**src/rtl/receptor_destinos_if.sv**
```systemverilog
// Bus bundle for receptor_destinos: destination FIFO read side plus the
// valid/ready sink port (a word moves on a rising edge where valid && ready).
interface receptor_destinos_if;
    logic       D0_empty;
    logic       D1_empty;
    logic [5:0] data_out0;
    logic [5:0] data_out1;
    logic       pop_D0;
    logic       pop_D1;
    logic       out_valid;
    logic       out_ready;
    logic [5:0] out_data;
    logic       out_dest;

    modport master (
        input  D0_empty, D1_empty, data_out0, data_out1, out_ready,
        output pop_D0, pop_D1, out_valid, out_data, out_dest
    );

    modport slave (
        output D0_empty, D1_empty, data_out0, data_out1, out_ready,
        input  pop_D0, pop_D1, out_valid, out_data, out_dest
    );
endinterface

```
**src/rtl/receptor_destinos.sv**
```systemverilog
// Round-robin reader of two destination FIFOs into a 2-entry output buffer.
// Define RECEPTOR_COUNTERS_EN to build the per-destination delivery counters.
module receptor_destinos (
    input  logic                   clk,
    input  logic                   reset,
    input  logic                   init,
    receptor_destinos_if.master    bus,
    output logic [7:0]             count_D0,
    output logic [7:0]             count_D1,
    output logic                   idle_rx,
    output logic [1:0]             dbg_state
);
    typedef enum logic [1:0] {
        ST_RESET  = 2'd0,
        ST_INIT   = 2'd1,
        ST_IDLE   = 2'd2,
        ST_ACTIVE = 2'd3
    } state_t;

    state_t     state, state_nx;
    logic [1:0] occ, occ_after, occ_nx;
    logic       inflight, inflight_dest, last_grant;
    logic [6:0] slot0, slot1, slot0_nx, slot1_nx, cap_word;
    logic [2:0] load;
    logic       fire, can_pop, sel_d1, pop0, pop1, any_work;

    always_comb begin
        fire     = (occ != 2'd0) && bus.out_ready;
        // Words already committed to the buffer after this edge's sink transfer.
        load     = {1'b0, occ} + {2'b0, inflight} - {2'b0, fire};
        can_pop  = (state == ST_IDLE || state == ST_ACTIVE) && !init && (load < 3'd2);
        if (!bus.D0_empty && !bus.D1_empty)
            sel_d1 = ~last_grant;
        else
            sel_d1 = bus.D0_empty;
        pop0     = can_pop && !sel_d1 && !bus.D0_empty;
        pop1     = can_pop &&  sel_d1 && !bus.D1_empty;
        any_work = !bus.D0_empty || !bus.D1_empty || (occ != 2'd0) || inflight;
    end

    always_comb begin
        cap_word  = {inflight_dest, inflight_dest ? bus.data_out1 : bus.data_out0};
        occ_after = occ - {1'b0, fire};
        slot0_nx  = slot0;
        slot1_nx  = slot1;
        if (fire)
            slot0_nx = slot1;
        if (inflight) begin
            if (occ_after == 2'd0)
                slot0_nx = cap_word;
            else
                slot1_nx = cap_word;
        end
        occ_nx = occ_after + {1'b0, inflight};
    end

    always_comb begin
        state_nx = state;
        case (state)
            ST_RESET:  state_nx = init ? ST_INIT : ST_IDLE;
            ST_INIT:   if (!init) state_nx = ST_IDLE;
            ST_IDLE:   if (any_work) state_nx = ST_ACTIVE;
            ST_ACTIVE: if (!any_work) state_nx = ST_IDLE;
            default:   state_nx = ST_RESET;
        endcase
        if (init)
            state_nx = ST_INIT;
    end

    always_ff @(posedge clk or posedge reset) begin
        if (reset) begin
            state         <= ST_RESET;
            occ           <= 2'd0;
            inflight      <= 1'b0;
            inflight_dest <= 1'b0;
            last_grant    <= 1'b1;
            slot0         <= 7'd0;
            slot1         <= 7'd0;
        end else begin
            state <= state_nx;
            if (init) begin
                // A word still in flight from an earlier pop is dropped here.
                occ        <= 2'd0;
                inflight   <= 1'b0;
                last_grant <= 1'b1;
            end else begin
                occ      <= occ_nx;
                inflight <= pop0 | pop1;
                slot0    <= slot0_nx;
                slot1    <= slot1_nx;
                if (pop0 | pop1) begin
                    inflight_dest <= pop1;
                    last_grant    <= pop1;
                end
            end
        end
    end

`ifdef RECEPTOR_COUNTERS_EN
    always_ff @(posedge clk or posedge reset) begin
        if (reset) begin
            count_D0 <= 8'd0;
            count_D1 <= 8'd0;
        end else if (init) begin
            count_D0 <= 8'd0;
            count_D1 <= 8'd0;
        end else if (fire) begin
            if (!slot0[6] && count_D0 != 8'hFF) count_D0 <= count_D0 + 8'd1;
            if ( slot0[6] && count_D1 != 8'hFF) count_D1 <= count_D1 + 8'd1;
        end
    end
`else
    assign count_D0 = 8'd0;
    assign count_D1 = 8'd0;
`endif

    assign bus.pop_D0    = pop0;
    assign bus.pop_D1    = pop1;
    assign bus.out_valid = (occ != 2'd0);
    assign bus.out_data  = slot0[5:0];
    assign bus.out_dest  = slot0[6];
    assign idle_rx       = (state == ST_IDLE);
    assign dbg_state     = state;
endmodule

```
**src/flat_wrapper.sv**
```systemverilog
// flat-port wrapper written by rule: the top's interface ports become plain ports
module receptor_destinos_flat 
  (clk, reset, init, count_D0, count_D1, idle_rx, dbg_state, bus_D0_empty, bus_D1_empty, bus_data_out0, bus_data_out1, bus_out_ready, bus_pop_D0, bus_pop_D1, bus_out_valid, bus_out_data, bus_out_dest);
  receptor_destinos_if bus_i ();
  input  logic clk;
  input  logic reset;
  input  logic init;
  output logic [7:0] count_D0;
  output logic [7:0] count_D1;
  output logic idle_rx;
  output logic [1:0] dbg_state;
  input wire logic [$bits(bus_i.D0_empty)-1:0] bus_D0_empty;
  input wire logic [$bits(bus_i.D1_empty)-1:0] bus_D1_empty;
  input wire logic [$bits(bus_i.data_out0)-1:0] bus_data_out0;
  input wire logic [$bits(bus_i.data_out1)-1:0] bus_data_out1;
  input wire logic [$bits(bus_i.out_ready)-1:0] bus_out_ready;
  output wire logic [$bits(bus_i.pop_D0)-1:0] bus_pop_D0;
  output wire logic [$bits(bus_i.pop_D1)-1:0] bus_pop_D1;
  output wire logic [$bits(bus_i.out_valid)-1:0] bus_out_valid;
  output wire logic [$bits(bus_i.out_data)-1:0] bus_out_data;
  output wire logic [$bits(bus_i.out_dest)-1:0] bus_out_dest;
  assign bus_i.D0_empty = bus_D0_empty;
  assign bus_i.D1_empty = bus_D1_empty;
  assign bus_i.data_out0 = bus_data_out0;
  assign bus_i.data_out1 = bus_data_out1;
  assign bus_i.out_ready = bus_out_ready;
  assign bus_pop_D0 = bus_i.pop_D0;
  assign bus_pop_D1 = bus_i.pop_D1;
  assign bus_out_valid = bus_i.out_valid;
  assign bus_out_data = bus_i.out_data;
  assign bus_out_dest = bus_i.out_dest;
  receptor_destinos u_core (.clk(clk), .reset(reset), .init(init), .bus(bus_i), .count_D0(count_D0), .count_D1(count_D1), .idle_rx(idle_rx), .dbg_state(dbg_state));
endmodule
```
**config.mk**
```make
export PLATFORM = sky130hd
export DESIGN_NAME = receptor_destinos_flat
export DESIGN_NICKNAME = d
export VERILOG_FILES = /design/src/rtl/receptor_destinos_if.sv /design/src/rtl/receptor_destinos.sv /design/src/flat_wrapper.sv
export SDC_FILE = /design/constraint.sdc
export NUM_CORES = 1
export LEC_CHECK = 0
export ABC_CLOCK_PERIOD_IN_PS = 3300
export CAP_MARGIN = 20
export CORE_MARGIN = 2
export CORE_UTILIZATION = 44
export CTS_CLUSTER_DIAMETER = 80
export CTS_CLUSTER_SIZE = 12
export DETAILED_ROUTE_END_ITERATION = 7
export GPL_TIMING_DRIVEN = 0
export PLACE_DENSITY = 0.85
export RECOVER_POWER = 50
export SLEW_MARGIN = 20
export SYNTH_ARGS = -nofsm -noshare
export SYNTH_HDL_FRONTEND = slang
export SYNTH_SLANG_ARGS = --single-unit
export TNS_END_PERCENT = 30
```
**constraint.sdc**
```tcl
create_clock -name clk -period 3.3 [get_ports clk]
set_input_delay 0.66 -clock clk [delete_from_list [all_inputs] [get_ports clk]]
set_output_delay 0.66 -clock clk [all_outputs]
set_load 0.02 [all_outputs]
```
# --- Yosys cells after proc, flatten, opt, wreduce, memory -nomap -nowiden ---
# Index checks and enable logic that the tools add are counted.
op_classes:
  n_addsub: 4
  magnitude_cmp: 1
  n_eq_ne: 5
  muxes: 13
  bitwise_logic: 4
  n_reduce_logical: 24
op_table:
  columns: ["operator", "count"]
  rows:
  - ["two-way mux 7 bit", 3]
  - ["logical AND 1 bit", 8]
  - ["two-way mux 2 bit", 4]
  - ["two-way mux 6 bit", 1]
  - ["one-hot mux 2 bit (3 select lines)", 1]
  - ["equality test 2 bit (second input constant)", 2]
  - ["logical NOT 1 bit", 4]
  - ["logical NOT 2 bit", 2]
  - ["logical OR 1 bit", 4]
  - ["two-way mux 1 bit", 4]
  - ["AND reduction 2 bit", 2]
  - ["nonzero test 2 bit", 2]
  - ["adder 2 x 1 -> 3 bit", 1]
  - ["less-than comparator 3 x 2 -> 1 bit (second input constant)", 1]
  - ["!= test 3 x 2 -> 1 bit (second input constant)", 1]
  - ["!= test 3 bit (second input constant)", 1]
  - ["inverter 1 bit", 3]
  - ["AND reduction 3 bit", 1]
  - ["subtractor 3 x 1 -> 3 bit", 1]
  - ["adder 2 x 1 -> 2 bit", 1]
  - ["equality test 2 x 1 -> 1 bit (second input constant)", 1]
  - ["OR reduction 2 bit", 1]
  - ["subtractor 2 x 1 -> 2 bit", 1]
  - ["bitwise OR 1 bit", 1]
totals:
  ff_bits: 21
  input_bits: 18
  out_inout_bits: 29
  elab_cells: 58

# --- Depth between registers and ports, before layout ---
# Gate-level depths: netlist of run 1.
logic_depth:
  ltp_word: 10
  ltp_mapped: 7
  depth_no_buf: 7

# --- Worst setup path before layout of run 1 ---
# No wires, ideal clock.
synth_path:
  path_kind: "input -> output"
  start: "input port bus_out_ready"
  end: "output port bus_pop_D0"
  arrival_ns: 2.474
  t_required_ns: 2.640
  path_slack_ns: 0.166
  path_stages: 7
  path_cell_list: "nand2b_1 -> nand2_1 -> nand2_1 -> fa_1 -> xor2_1 -> or3_1 -> nor3_1"
synth_between:
  elab_chain_len: 6
synth_lines:
  columns: ["element", "line_no", "rtl"]
  rows:
  - ["start: declaration", "flat_wrapper.sv:16", "input wire logic [$bits(bus_i.out_ready)-1:0] bus_out_ready;"]
  - ["logical AND 1 bit", "receptor_destinos.sv:28", "fire = (occ != 2'd0) && bus.out_ready;"]
  - ["subtractor 3 x 1 -> 3 bit", "receptor_destinos.sv:30", "load = {1'b0, occ} + {2'b0, inflight} - {2'b0, fire};"]
  - ["less-than comparator 3 x 2 -> 1 bit", "receptor_destinos.sv:31", "can_pop = (state == ST_IDLE || state == ST_ACTIVE) && !init && (load < 3'd2);"]
  - ["logical AND 1 bit", "receptor_destinos.sv:31", null]
  - ["logical AND 1 bit (2 in series)", "receptor_destinos.sv:36", "pop0 = can_pop && !sel_d1 && !bus.D0_empty;"]
  - ["end: declaration", "flat_wrapper.sv:17", "output wire logic [$bits(bus_i.pop_D0)-1:0] bus_pop_D0;"]
# No other way between the ends.

# --- Worst setup path in the final report of run 1 ---
layout_path:
  start: "input port bus_out_ready"
  end: "output port bus_pop_D1"
layout_between:
  elab_chain_len: 6
layout_lines:
  columns: ["element", "line_no", "rtl"]
  rows:
  - ["logical AND 1 bit", "receptor_destinos.sv:28", null]
  - ["subtractor 3 x 1 -> 3 bit", "receptor_destinos.sv:30", null]
  - ["less-than comparator 3 x 2 -> 1 bit", "receptor_destinos.sv:31", null]
  - ["logical AND 1 bit", "receptor_destinos.sv:31", null]
  - ["logical AND 1 bit (2 in series)", "receptor_destinos.sv:37", "pop1 = can_pop && sel_d1 && !bus.D1_empty;"]
  - ["end: declaration", "flat_wrapper.sv:18", "output wire logic [$bits(bus_i.pop_D1)-1:0] bus_pop_D1;"]
# No other way between the ends.

==> impl_metrics.csv, run 1 <==
group,metric,value,unit
run_status,status,"finished, final reports clean",
clock_tree,clock_sinks,21,
grt,grt_start_max_net_pins,22,
clock_tree,cts_root_buf,"clkbuf_4",
critical_path,r2r-start,"u_core.occ[0]$_DFF_PP0_",
detailed_routing,routed-wl-met3,145,microns
die,start_util,46.1,%
yosys,async_flop_share,100,%
detailed_routing,vias_per_cell,5.06,
yosys,syn_area,1260,sq um
yosys,synth_warnings,0,
job,cap_violations,0,
yosys,synth-seq-cells,21,
detailed_routing,top_layer_used,"met4",
detailed_routing,final_antenna_net_count,0,
cells_and_area,area_delta_synth_final,32.4,%
critical_path,critPathLaunchType,"primary input",
yosys,ys_seq_area_share,41.8,%
cells_and_area,nets,189,
sta,finalCritPeriodShare,94.0,%
detailed_routing,drt_wl_total,2720,microns
clock_tree,clock_latency,0.31,ns
die,num_rows,19,
detailed_routing,wl_met2,1350,microns
sta,fin_skew,0.00642,ns
clock_tree,htreeDepth,1,
critical_path,rrSetupSlack,0.98,ns
critical_path,reg2reg_depth,5,
sta,final-hold-violation-count,0,
yosys,synth-edff-count,0,
sta,maxSlewViolCount,0,
cells_and_area,fillers,253,
placed_design,io_buffers,29,
sta,holdWs,0.507,ns
cells_and_area,drive_gt1_share,21.6,%
cells_and_area,fin_util,61.1,%
grt,grtUsageTotal,17.7,%
critical_path,end_kind,"output pin",
clock_tree,clkTransAtPathRegs,0.11,ns
detailed_routing,dr.pass1.iters,4,
die,fp.dieW,57.5,microns
clock_tree,cts_hold_buffers,0,
sta,slew_headroom,31.7,%
die,core,2730,sq um
critical_path,cp.required,2.64,ns
yosys,synth.distinct_cells,37,
yosys,yosysTopAreaCell,"dfrtp_1",
die,die_h,57.5,microns
sta,setup_viol,0,
die,pin_count,47,
grt,gr-total-overflow,0,
power_and_ir_drop,power,0.000911,W
detailed_routing,drt_iter0_drc,15,
critical_path,cp.arrival,2.44,ns
min_path,holdCritStartpoint,"u_core.slot1[6]$_DFFE_PP0P_",
placed_design,hpwl,2080,microns
placed_design,place_ws,-0.844,ns
yosys,synth.most_common_cell,"dfrtp_1",
die,die_area,3310,sq um
min_path,holdPathStages,1,
yosys,ys.flop_type,"dfrtp_1",
sta,fin_ws,0.198,ns
grt,antenna_found_initial,0,
clock_tree,numCtsBuffers,3,
sta,fmax,0.322,GHz
placed_design,gp_congestion,0.852,
critical_path,criticalPathCategory,"primary input to output pin",
power_and_ir_drop,power_density,546,nW/um^2
grt,grt_pass1_wl,4500,microns
yosys,yosysTopAreaCellShare,39.7,%
detailed_routing,drc_errors,0,
min_path,hold_class,"flop to flop",
yosys,synthTopCellsByCount,"dfrtp_1 (20), buf_4 (16), mux2i_1 (12), inv_1 (11), o211ai_1 (7)",
yosys,avgSynthCellArea,10.8,sq um
yosys,netlist_instances,117,
detailed_routing,post_drt_wl_per_cell,13.8,microns
critical_path,critical_path.max_fanout,4,
sta,worstMarginPinSlew,1.02,ns
power_and_ir_drop,leakage,0.785,nW
cells_and_area,n_antenna_cell,0,
sta,min_period,3.10,ns
critical_path,r2r_end,"u_core.slot1[6]$_DFFE_PP0P_",
sta,fin_setup_tns,0,ns
power_and_ir_drop,irDropWorstVdd,325,uV
detailed_routing,vias,1001,
yosys,synth.top_cells.by_area,"dfrtp_1 (40%), mux2i_1 (9.5%), buf_4 (9.5%), o211ai_1 (4.2%), o221ai_1 (4.2%)",
sta,rsz0062_at_grt,"no",
clock_tree,cts_tree,"built",
min_path,hold_path_end,"u_core.slot1[6]$_DFFE_PP0P_",
grt,grt_pass1_vias,981,
detailed_routing,drt-met1-wl,1180,microns
clock_tree,cts.path.max_buffers,2,
## through the flow
stage               cell area (sq um)  cells
finish                           1670    198
global placement                 1650    192
floorplan                        1320    132
CTS                              1690    197
detailed placement               1650    192
global route                     1670    198
## routing by layer
| layer | track usage [%] | vias up |
|---|---|---|
| li1 | - | 486 |
| met1 | 21.8 | 480 |
| met2 | 32.0 | 31 |
| met3 | 2.49 | 4 |
| met4 | 4.98 | 0 |
| met5 | 0 | - |
## cell usage in the layout (no fill, tap or decap), drive strengths merged, types with 3 or more instances in the layout
master / count
nor2: 4
o221ai: 7
nand2: 5
conb: 16
mux2i: 12
clkdlybuf4s50: 24
nor2b: 3
inv: 12
o211ai: 7
buf: 21
clkbuf: 8
dfrtp: 20
## state kept, by name, indices dropped and copies added (netlist names)
name and flops:
u_core.dbg_state 2, u_core.inflight 1, u_core.inflight_dest 1, u_core.last_grant 1
u_core.occ 2, u_core.slot0 7, u_core.slot1 7
## kinds of logic after synthesis
group / count (synthesis) / synth area share [%]
buffers and inverters: 32 / 15.5
AND/OR/NAND/NOR: 23 / 11.7
AO/OA/AOI/OAI: 22 / 15.4
flip-flops: 21 / 41.8
multiplexers: 13 / 10.4
adder cells (fa/ha/maj): 3 / 3.57
XOR/XNOR: 2 / 1.39
other: 1 / 0.297
## power by group
| part | switching [W] | internal, W | total, W |
|---|---|---|---|
| Sequential | 0.0000427 | 0.000340 | 0.000383 |
| Clock | 0.0000799 | 0.0000472 | 0.000127 |
| Combinational | 0.000209 | 0.000193 | 0.000401 |
| Total | 0.000331 | 0.000580 | 0.000911 |
## repair_timing
action                     CTS  global route
gates resized for setup     16             3
buffers inserted             1             1
setup endpoints to repair    2             2
## final cells by class
type	instances	area, sq um	area share [%]
Multi-Input combinational cell	79	596	35.7
Buffer	20	143	8.54
Clock buffer	4	26.3	1.57
Sequential cell	21	529	31.7
Inverter	12	45.0	2.70
Timing Repair Buffer	31	293	17.5
Tap cell	31	38.8	2.32
## worst max path at each step
stage	start	end	slack [ns]	depth (start not counted)
after floorplan	bus_out_ready	bus_pop_D0	0.17	7
after global placement	bus_out_ready	bus_pop_D1	-0.77	9
after detailed placement	bus_out_ready	bus_pop_D1	-0.84	9
after CTS	bus_out_ready	bus_pop_D1	0.02	9
after global routing	u_core.occ[1]$_DFF_PP0_	bus_pop_D1	0.07	8
final	bus_out_ready	bus_pop_D1	0.20	9
## worst max-delay path, cell delays in order
cell,delay (ns)
clkbuf_2,0.13
nand2b_4,0.16
nand2_4,0.08
nand2_1,0.07
fa_1,0.38
xor2_1,0.19
or4_4,0.51
nor2_1,0.11
buf_4,0.14
No activity file was read; power rests on OpenSTA's default activity.
==> run 2, diff against run 1 <==
--- a/config.mk
+++ b/config.mk
@@ -7,13 +7,15 @@
 export LEC_CHECK = 0
 export ABC_CLOCK_PERIOD_IN_PS = 3300
 export CAP_MARGIN = 20
+export CELL_PAD_IN_SITES_DETAIL_PLACEMENT = 0
+export CELL_PAD_IN_SITES_GLOBAL_PLACEMENT = 1
 export CORE_MARGIN = 2
-export CORE_UTILIZATION = 44
+export CORE_UTILIZATION = 33
 export CTS_CLUSTER_DIAMETER = 80
 export CTS_CLUSTER_SIZE = 12
 export DETAILED_ROUTE_END_ITERATION = 7
 export GPL_TIMING_DRIVEN = 0
-export PLACE_DENSITY = 0.85
+export PLACE_DENSITY = 0.84
 export RECOVER_POWER = 50
 export SLEW_MARGIN = 20
 export SYNTH_ARGS = -nofsm -noshare
==> impl_metrics.csv, run 2 (synthesis gave the netlist of run 1 again) <==
group,metric,value,unit
detailed_routing,dr.pass1.iters,4,
grt,gr-total-overflow,0,
min_path,hold_class,"flop to flop",
sta,fmax,0.319,GHz
detailed_routing,final_antenna_net_count,0,
critical_path,slowest_stage,"or4_4",
detailed_routing,drt_wl_total,2770,microns
clock_tree,numCtsBuffers,3,
job,cap_violations,0,
detailed_routing,vias_per_cell,4.71,
grt,grt_start_max_net_pins,22,
sta,worstMarginPinSlew,1.03,ns
sta,fin_skew,0.00201,ns
grt,grt_pass1_vias,1010,
die,core,3660,sq um
grt,grtUsageTotal,13.4,%
die,pin_count,47,
clock_tree,cts_hold_buffers,0,
die,die_area,4330,sq um
clock_tree,cts_tree,"built",
cells_and_area,area_delta_synth_final,35.2,%
clock_tree,cts.path.max_buffers,2,
critical_path,criticalPathCategory,"flop to output pin",
sta,finalCritPeriodShare,95.1,%
critical_path,cp.arrival,2.48,ns
critical_path,crit_chain,"nand3b_4 -> nand2_4 -> nand2_1 -> fa_1 -> xor2_1 -> or4_4 -> nor2_2 -> buf_4",
critical_path,path_buf_inv,1,
cells_and_area,reg_top3,"u_core.slot0 (7), u_core.slot1 (7)",
cells_and_area,n_antenna_cell,0,
clock_tree,clkTransAtPathRegs,0.08,ns
detailed_routing,drt_iter0_drc,54,
die,fp.dieW,65.8,microns
die,start_util,34.4,%
placed_design,io_buffers,29,
critical_path,critPathLaunchType,"flop",
grt,grt_pass1_wl,4500,microns
placed_design,gp_congestion,0.735,
detailed_routing,drc_errors,0,
power_and_ir_drop,leakage,0.788,nW
run_status,status,"finished, final reports clean",
sta,slew_headroom,30.8,%
cells_and_area,nets,188,
clock_tree,cts_root_buf,"clkbuf_8",
critical_path,cp_top_family,"simple AND/OR/NAND/NOR gates",
sta,min_period,3.14,ns
critical_path,critical_path.max_fanout,6,
sta,maxSlewViolCount,0,
die,num_rows,22,
critical_path,slowest_delay,0.52,ns
sta,final-hold-violation-count,0,
grt,antenna_found_initial,0,
critical_path,cp.required,2.64,ns
sta,setup_viol,0,
power_and_ir_drop,irDropWorstVdd,187,uV
cells_and_area,final_common_cell,"clkdlybuf4s50_1",
cells_and_area,fin_util,46.6,%
die,die_h,65.8,microns
sta,holdWs,0.503,ns
detailed_routing,vias,1008,
detailed_routing,post_drt_wl_per_cell,12.9,microns
clock_tree,clock_sinks,21,
sta,rsz0062_at_grt,"no",
clock_tree,htreeDepth,1,
clock_tree,clock_latency,0.27,ns
placed_design,hpwl,2090,microns
critical_path,end_kind,"output pin",
cells_and_area,layout_common_cells,"clkdlybuf4s50_1 (24), buf_4 (18), dfrtp_1 (18), conb_1 (16), mux2i_1 (12)",
power_and_ir_drop,power_density,557,nW/um^2
cells_and_area,drive_gt1_share,21.7,%
run 2: cell count changes in the layout (fill, tap and decap cells not counted), sizes merged:
cell and change:
buf -1
run 2: layout make-up:
class | instances | area (sq um)
Fill cell | 338 | 1960
Multi-Input combinational cell | 79 | 598
Sequential cell | 21 | 529
Timing Repair Buffer | 30 | 285
Buffer | 20 | 143
Tap cell | 48 | 60.1
Clock buffer | 4 | 45.0
Inverter | 12 | 45.0
run 2: report_power, final:
part | internal [W] | switching (W)
clock network | 0.0000863 | 0.0000869
registers | 0.000341 | 0.0000438
logic | 0.000191 | 0.000200
run 2: worst paths after layout:
| check | startpoint | slack, ns | endpoint | depth (start not counted) |
|---|---|---|---|---|
| hold / removal | u_core.slot1[6]$_DFFE_PP0P_ | 0.50 | u_core.slot1[6]$_DFFE_PP0P_ | 1 |
| setup / recovery | u_core.occ[0]$_DFF_PP0_ | 0.16 | bus_pop_D1 | 8 |
| setup reg to reg | u_core.occ[0]$_DFF_PP0_ | 0.92 | u_core.slot1[6]$_DFFE_PP0P_ | 5 |
| min in group asynchronous | reset | 0.99 | u_core.slot1[4]$_DFFE_PP0P_ | 2 |
| max in group asynchronous | reset | 1.76 | u_core.occ[1]$_DFF_PP0_ | 2 |
| hold reg to reg | u_core.slot1[6]$_DFFE_PP0P_ | 0.50 | u_core.slot1[6]$_DFFE_PP0P_ | 1 |
run 2: metal layers:
| metal | part of all wire, % | global-route usage [%] |
|---|---|---|
| met1 | 43 | 15.4 |
| met2 | 48 | 24.0 |
| met3 | 7.4 | 2.90 |
| met4 | 1.3 | 5.73 |
| met5 | 0 | 0 |
run 2: stage by stage:
step	worst slack [ns]	instance area [sq um]	total power (W)	TNS (ns)	std cells
2_1_floorplan	0.166	1320	0.000623	0	132
3_3_place_gp	-0.816	1670	0.000768	-1.61	209
3_5_place_dp	-0.870	1670	0.000785	-1.69	209
4_1_cts	0.00537	1730	0.000960	0	214
5_1_grt	0.0473	1710	0.00100	0	214
6_report	0.161	1710	0.000949	0	214
run 2: repair_timing:
action,CTS,global route
resized for setup,16,3
pin swaps,0,0
buffers inserted,1,0
endpoints found under the setup margin,2,2
==> variant 1, RTL diff (flow settings as in run 2) <==
Register the output `dbg_state` once more, without a reset; this adds one clock of latency there. The other outputs are not delayed to match.
--- a/src/rtl/receptor_destinos.sv
+++ b/src/rtl/receptor_destinos.sv
@@ -120,6 +120,8 @@
     assign bus.out_data  = slot0[5:0];
     assign bus.out_dest  = slot0[6];
     assign idle_rx       = (state == ST_IDLE);
-    assign dbg_state     = state;
+    always_ff @(posedge clk) begin
+        dbg_state <= state;
+    end
 endmodule
 
Formal check against the unedited RTL: not equivalent (Yosys sat finds a counterexample within 4 cycles, from zero or initial values and one cycle with reset high).
==> variant 1 against run 2 <==
Worst setup slack got worse by 31 ps. Synthesized area increased by 2.6%. Via count decreased by 2.0%. Routed wire length decreased by 4.2%. Register-to-register slack improved by 130 ps. Total power increased by 3.3%. Cell area increased by 3.6%. Largest power group is now registers. Sequential cell count increased by 2. Fmax decreased by 0.96%.
==> variant 1: results (changes against run 2) <==
Critical path
  – R2r endpoint: u_core.inflight_dest$_DFFE_PP0P_
  – Reg2reg setup slack: 1050 ps (+130 ps)
  – Critical Path Source: bus_out_ready

Power
  – P_leak: 0.804 nW (+2.1%)
  – Top pwr grp: registers
  – P per Cell Area: 555 mW/mm^2 (-0.32%)
  – Total Power: 0.980 mW (+3.3%)
  – Seq pwr: 0.413 mW (+7.3%)
  – Maximum vdd drop: 0.187 mV (about the same)

Cells and area
  – Nets: 190 (+1.1%)
  – Non-clk buf share: 23.5% (-1.6 points)
  – Fill cells: 368 (+8.9%)
  – Layout clock area frac: 2.55% (-0.092 points)
  – Fraction of area in multi-input gates: 35.6% (+0.48 points)
  – Non-clk bufs: 49 (-2.0%)

CTS
  – CTS sink cnt: 23 (+9.5%)

Min path
  – Worst Hold Endpoint: u_core.dbg_state[0]$_DFF_P_

Synth
  – Sequential area share after synthesis: 43.8% (+2.0 points)
  – Post-synth top cells: 20 x dfrtp_1, 16 x buf_4, 13 x inv_1, 12 x mux2i_1
  – Top post-synthesis cells by area: dfrtp_1 39%, mux2i_1 9.3%, buf_4 9.3%
  – Syn Inst Count: 120 (+2.6%)
  – Post-synthesis async set-or-reset flop share: 91.3% (-8.7 points)

GRT
  – Global Route Usage Sum: 13.5% (+0.10 points)
  – Vias in the first global route: 981 (-2.9%)
  – First-pass GRT wire length: 4530 um (+0.62%)

Placement
  – Worst slack, placed: -776 ps (+93.8 ps)
  – Placed cell area: 0.00170 sq mm (+2.0%)
  – DPL Wire Length: 2070 um (-0.69%)
  – GPL Wtd Cong: 0.848 (+15%)
  – Placed Instances: 212 (+1.4%)

Run status
  – Outcome: finished, final reports clean

Detailed routing
  – WL/cell: 12.3 um (-5.0%)
  – Via count: 988 (-2.0%)

Timing
  – Hold slack: 375 ps (-128 ps)
  – Layout Skew: 1.88 ps (-0.127 ps)
  – Worst slew pin tran: 807 ps (-227 ps)
## variant 1: changes by cell type after synthesis, sizes merged
cell           run 2  this run
dfxtp              0         2
a311oi             0         1
a31oi              1         0
buf               18        17
clkbuf             2         3
inv               12        13
nand2b             2         1
nand4              1         2
nand4b             1         0
nor2b              3         4
## variant 1: routing by layer
| layer | GRT usage [%] | up-vias | part of all wire, % |
|---|---|---|---|
| met5 | 0 | - | 0 |
| met4 | 4.59 | 0 | 1.1 |
| met3 | 1.69 | 2 | 4.4 |
| met2 | 25.3 | 30 | 52 |
| met1 | 15.8 | 465 | 42 |
| li1 | - | 491 | - |
## variant 1: logic make-up after synthesis
kind of cell | share of synthesized area [%]
simple gates | 11.2
mux | 10.4
other cells | 0.290
flops | 43.8
xor+xnor | 1.35
buf+inv | 14.8
fa+ha+maj | 3.48
compound gates | 14.6
## variant 1: what timing repair did
| item | in CTS | in global routing |
|---|---|---|
| gates resized for setup | 15 | 10 |
| endpoints found under the setup margin | 2 | 2 |
| pin swaps | 0 | 2 |
==> variant 2, RTL diff (config.mk and constraints of run 2) <==
Made on the original files. Build with the macro `RECEPTOR_COUNTERS_EN` defined.
--- a/src/rtl/receptor_destinos.sv
+++ b/src/rtl/receptor_destinos.sv
@@ -1,5 +1,7 @@
 // Round-robin reader of two destination FIFOs into a 2-entry output buffer.
 // Define RECEPTOR_COUNTERS_EN to build the per-destination delivery counters.
+`define RECEPTOR_COUNTERS_EN
+
 module receptor_destinos (
     input  logic                   clk,
     input  logic                   reset,
Function: changed (a bounded check fails within 10 cycles, from zero or initial values and one cycle with reset high).
==> variant 2 against run 2 <==
Synthesized area grew 52%. Via count grew 59%. Largest power group is now registers. Critical path type is now in2out. Total power grew 17%. Worst setup slack gained 51 ps. Routed wire length grew 53%. Cell count grew 48%. Non-clock buffer count grew 8. Cell area grew 50%. Sequential cell count grew 16. Critical endpoint is now bus_pop_D0.
==> variant 2: results (changes against run 2) <==
Synth
  – Synth top area share: 47.1% (+7.4 points)
  – Post-Synth XOR/XNOR Area: 2.75% (+1.4 points)
  – Post-synth top cells: 36 x dfrtp_1, 18 x nor2_1, 16 x nand2_1, 15 x mux2i_1
  – Post-synthesis mux area share: 8.44% (-2.0 points)
  – Warnings from Yosys: 0 (unchanged)
  – Post-synthesis async set-or-reset flop share: 100% (unchanged)
  – Yosys cell types: 46 (+24%)
  – Syn Inst Count: 188 (+61%)
  – Post-Synth Adder-Cell Area: 3.01% (-0.56 points)
  – Compound-Gate Fraction of Synth Area: 15.6% (+0.26 points)
  – Net Count, Synth: 210
  – Top post-synthesis cells by area: dfrtp_1 47%, mux2i_1 7.9%, nor2_1 3.5%
  – Sequential area share after synthesis: 48.5% (+6.7 points)

GRT
  – GRT met3 Usage: 3.03% (+0.14 points)
  – First-pass GRT wire length: 7310 um (+62%)
  – Global Route Usage Sum: 14.5% (+1.1 points)
  – GR Util met2: 21.8% (-2.2 points)
  – Met1 Resource Use GR: 21.0% (+5.6 points)
  – Initial antenna violation count: 0 (unchanged)
  – Largest net degree at the start of global routing: 24 (+9.1%)
  – Vias in the first global route: 1526 (+51%)

CTS
  – Clock Pin Slew Worst Setup and Hold Paths: 80 ps (about the same)
  – Worst skew pair latency: 290 ps (+20 ps)
  – Root Buffer: clkbuf_8
  – CTS buffer count: 5 (+2)
  – Clock tree buffer depth: 2 (unchanged)
  – CTS H-tree depth: 2 (+1)

Run status
  – Outcome: finished, final reports clean

Placement
  – # port buffers: 45 (+55%)
  – Placed Instances: 306 (+46%)
  – DPL Wire Length: 3080 um (+47%)
  – GPL Wtd Cong: 0.760 (+3.5%)

Timing
  – Layout Skew: 10.3 ps (+8.33 ps)
  – Worst rel slew slack: 16.4% (-14 points)

Power
  – P_leak: 1.11 nW (+41%)
  – Maximum vdd drop: 0.200 mV (+6.8%)

Detailed routing
  – Via count: 1606 (+59%)
  – WL/cell: 13.4 um (+3.5%)
  – 1st-iter DRT viols: 102 (+89%)
  – TritonRoute pass-1 iters: 4 (unchanged)
  – Drt total wl: 4240 um (+53%)

Critical path
  – CP peak stage delay: 410 ps (-110 ps)
  – Worst-path fanout max: 5 (-1)
  – Slowest cell on crit path: or3_4

Cells and area
  – Fraction of layout cells with a size suffix above 1: 9.39% (-12 points)
  – Largest registers: u_core.count_D0: 8 flops, u_core.count_D1: 8 flops
  – ANT cells: 0 (unchanged)
  – Fill cells: 572 (+69%)
  – Nets: 266 (+41%)

Min path
  – HP Class: reg2reg
## variant 2: changes by cell type in the layout (fill, tap and decap cells not counted), sizes merged, moves of 9 or more
cell           change
clkdlybuf4s50     +16
conb              -16
dfrtp             +16
buf               -14
nor2              +14
nand2             +11
a21oi              +9
o21ai              +9
## variant 2: cell families (layout without fill, tap and decap cells)
group,count (synthesis),after routing
fa+ha+maj,4,4
simple gates,66,66
buf+inv,16,73
mux,16,16
flops,37,37
compound gates,43,43
xor+xnor,6,6
## variant 2: final timing paths
path | from | cells after the start | endpoint | slack (ps)
max | bus_out_ready | 10 | bus_pop_D0 | 210
min | u_core.slot1[5]$_DFFE_PP0P_ | 2 | u_core.slot1[5]$_DFFE_PP0P_ | 490
max reg2reg | u_core.occ[0]$_DFF_PP0_ | 9 | u_core.last_grant$_DFFE_PP1P_ | 890
min reg2reg | u_core.slot1[5]$_DFFE_PP0P_ | 2 | u_core.slot1[5]$_DFFE_PP0P_ | 490
max in group asynchronous | reset | 3 | u_core.slot0[1]$_DFFE_PP0N_ | 900
min in group asynchronous | reset | 2 | u_core.count_D0[0]$_DFFE_PP0P_ | 850
## variant 2: critical path: cells and delay by family
| kind | cells | cell delay [ps] |
|---|---|---|
| fa+ha+maj | 1 | 380 |
| simple gates | 5 | 910 |
| xor+xnor | 1 | 160 |
| buf+inv | 3 | 330 |
## variant 2: metrics by stage
stage | worst slack (ps) | area, sq um | util [%]
3_3_place_gp | -714 | 2450 | 44.3
6_report | 211 | 2550 | 46.1
3_5_place_dp | -725 | 2480 | 44.8
4_1_cts | 6.40 | 2570 | 46.5
2_1_floorplan | 446 | 1910 | -
5_1_grt | 11.6 | 2550 | 46.1
## variant 2: cell type report
cell class / count / area [sq um] / area share (%)
multi-input combinational: 135 / 915 / 35.8
clock inverter: 3 / 22.5 / 0.882
buffer: 9 / 41.3 / 1.62
inverter: 7 / 26.3 / 1.03
sequential: 37 / 927 / 36.3
clock buffer: 5 / 68.8 / 2.70
timing repair buffer: 49 / 462 / 18.1
tap: 72 / 90.1 / 3.53
## variant 2: power breakdown
group / internal [mW] / total, mW / switching [mW]
sequential: 0.502 / 0.536 / 0.0340
clock: 0.148 / 0.326 / 0.178
combinational: 0.126 / 0.250 / 0.123
## variant 2: routing by layer
layer,up-vias,part of all wire [%]
met4,0,0.97
met3,5,4.2
met1,771,50
met5,-,0
li1,789,-
met2,41,45
## variant 2: timing repair
item                                   4_1_cts  5_1_grt
setup endpoints to repair                    2        2
endpoints found under the hold margin        0        0
setup buffers                                0        3
pin swaps                                    2        4
resized for setup                            9        4
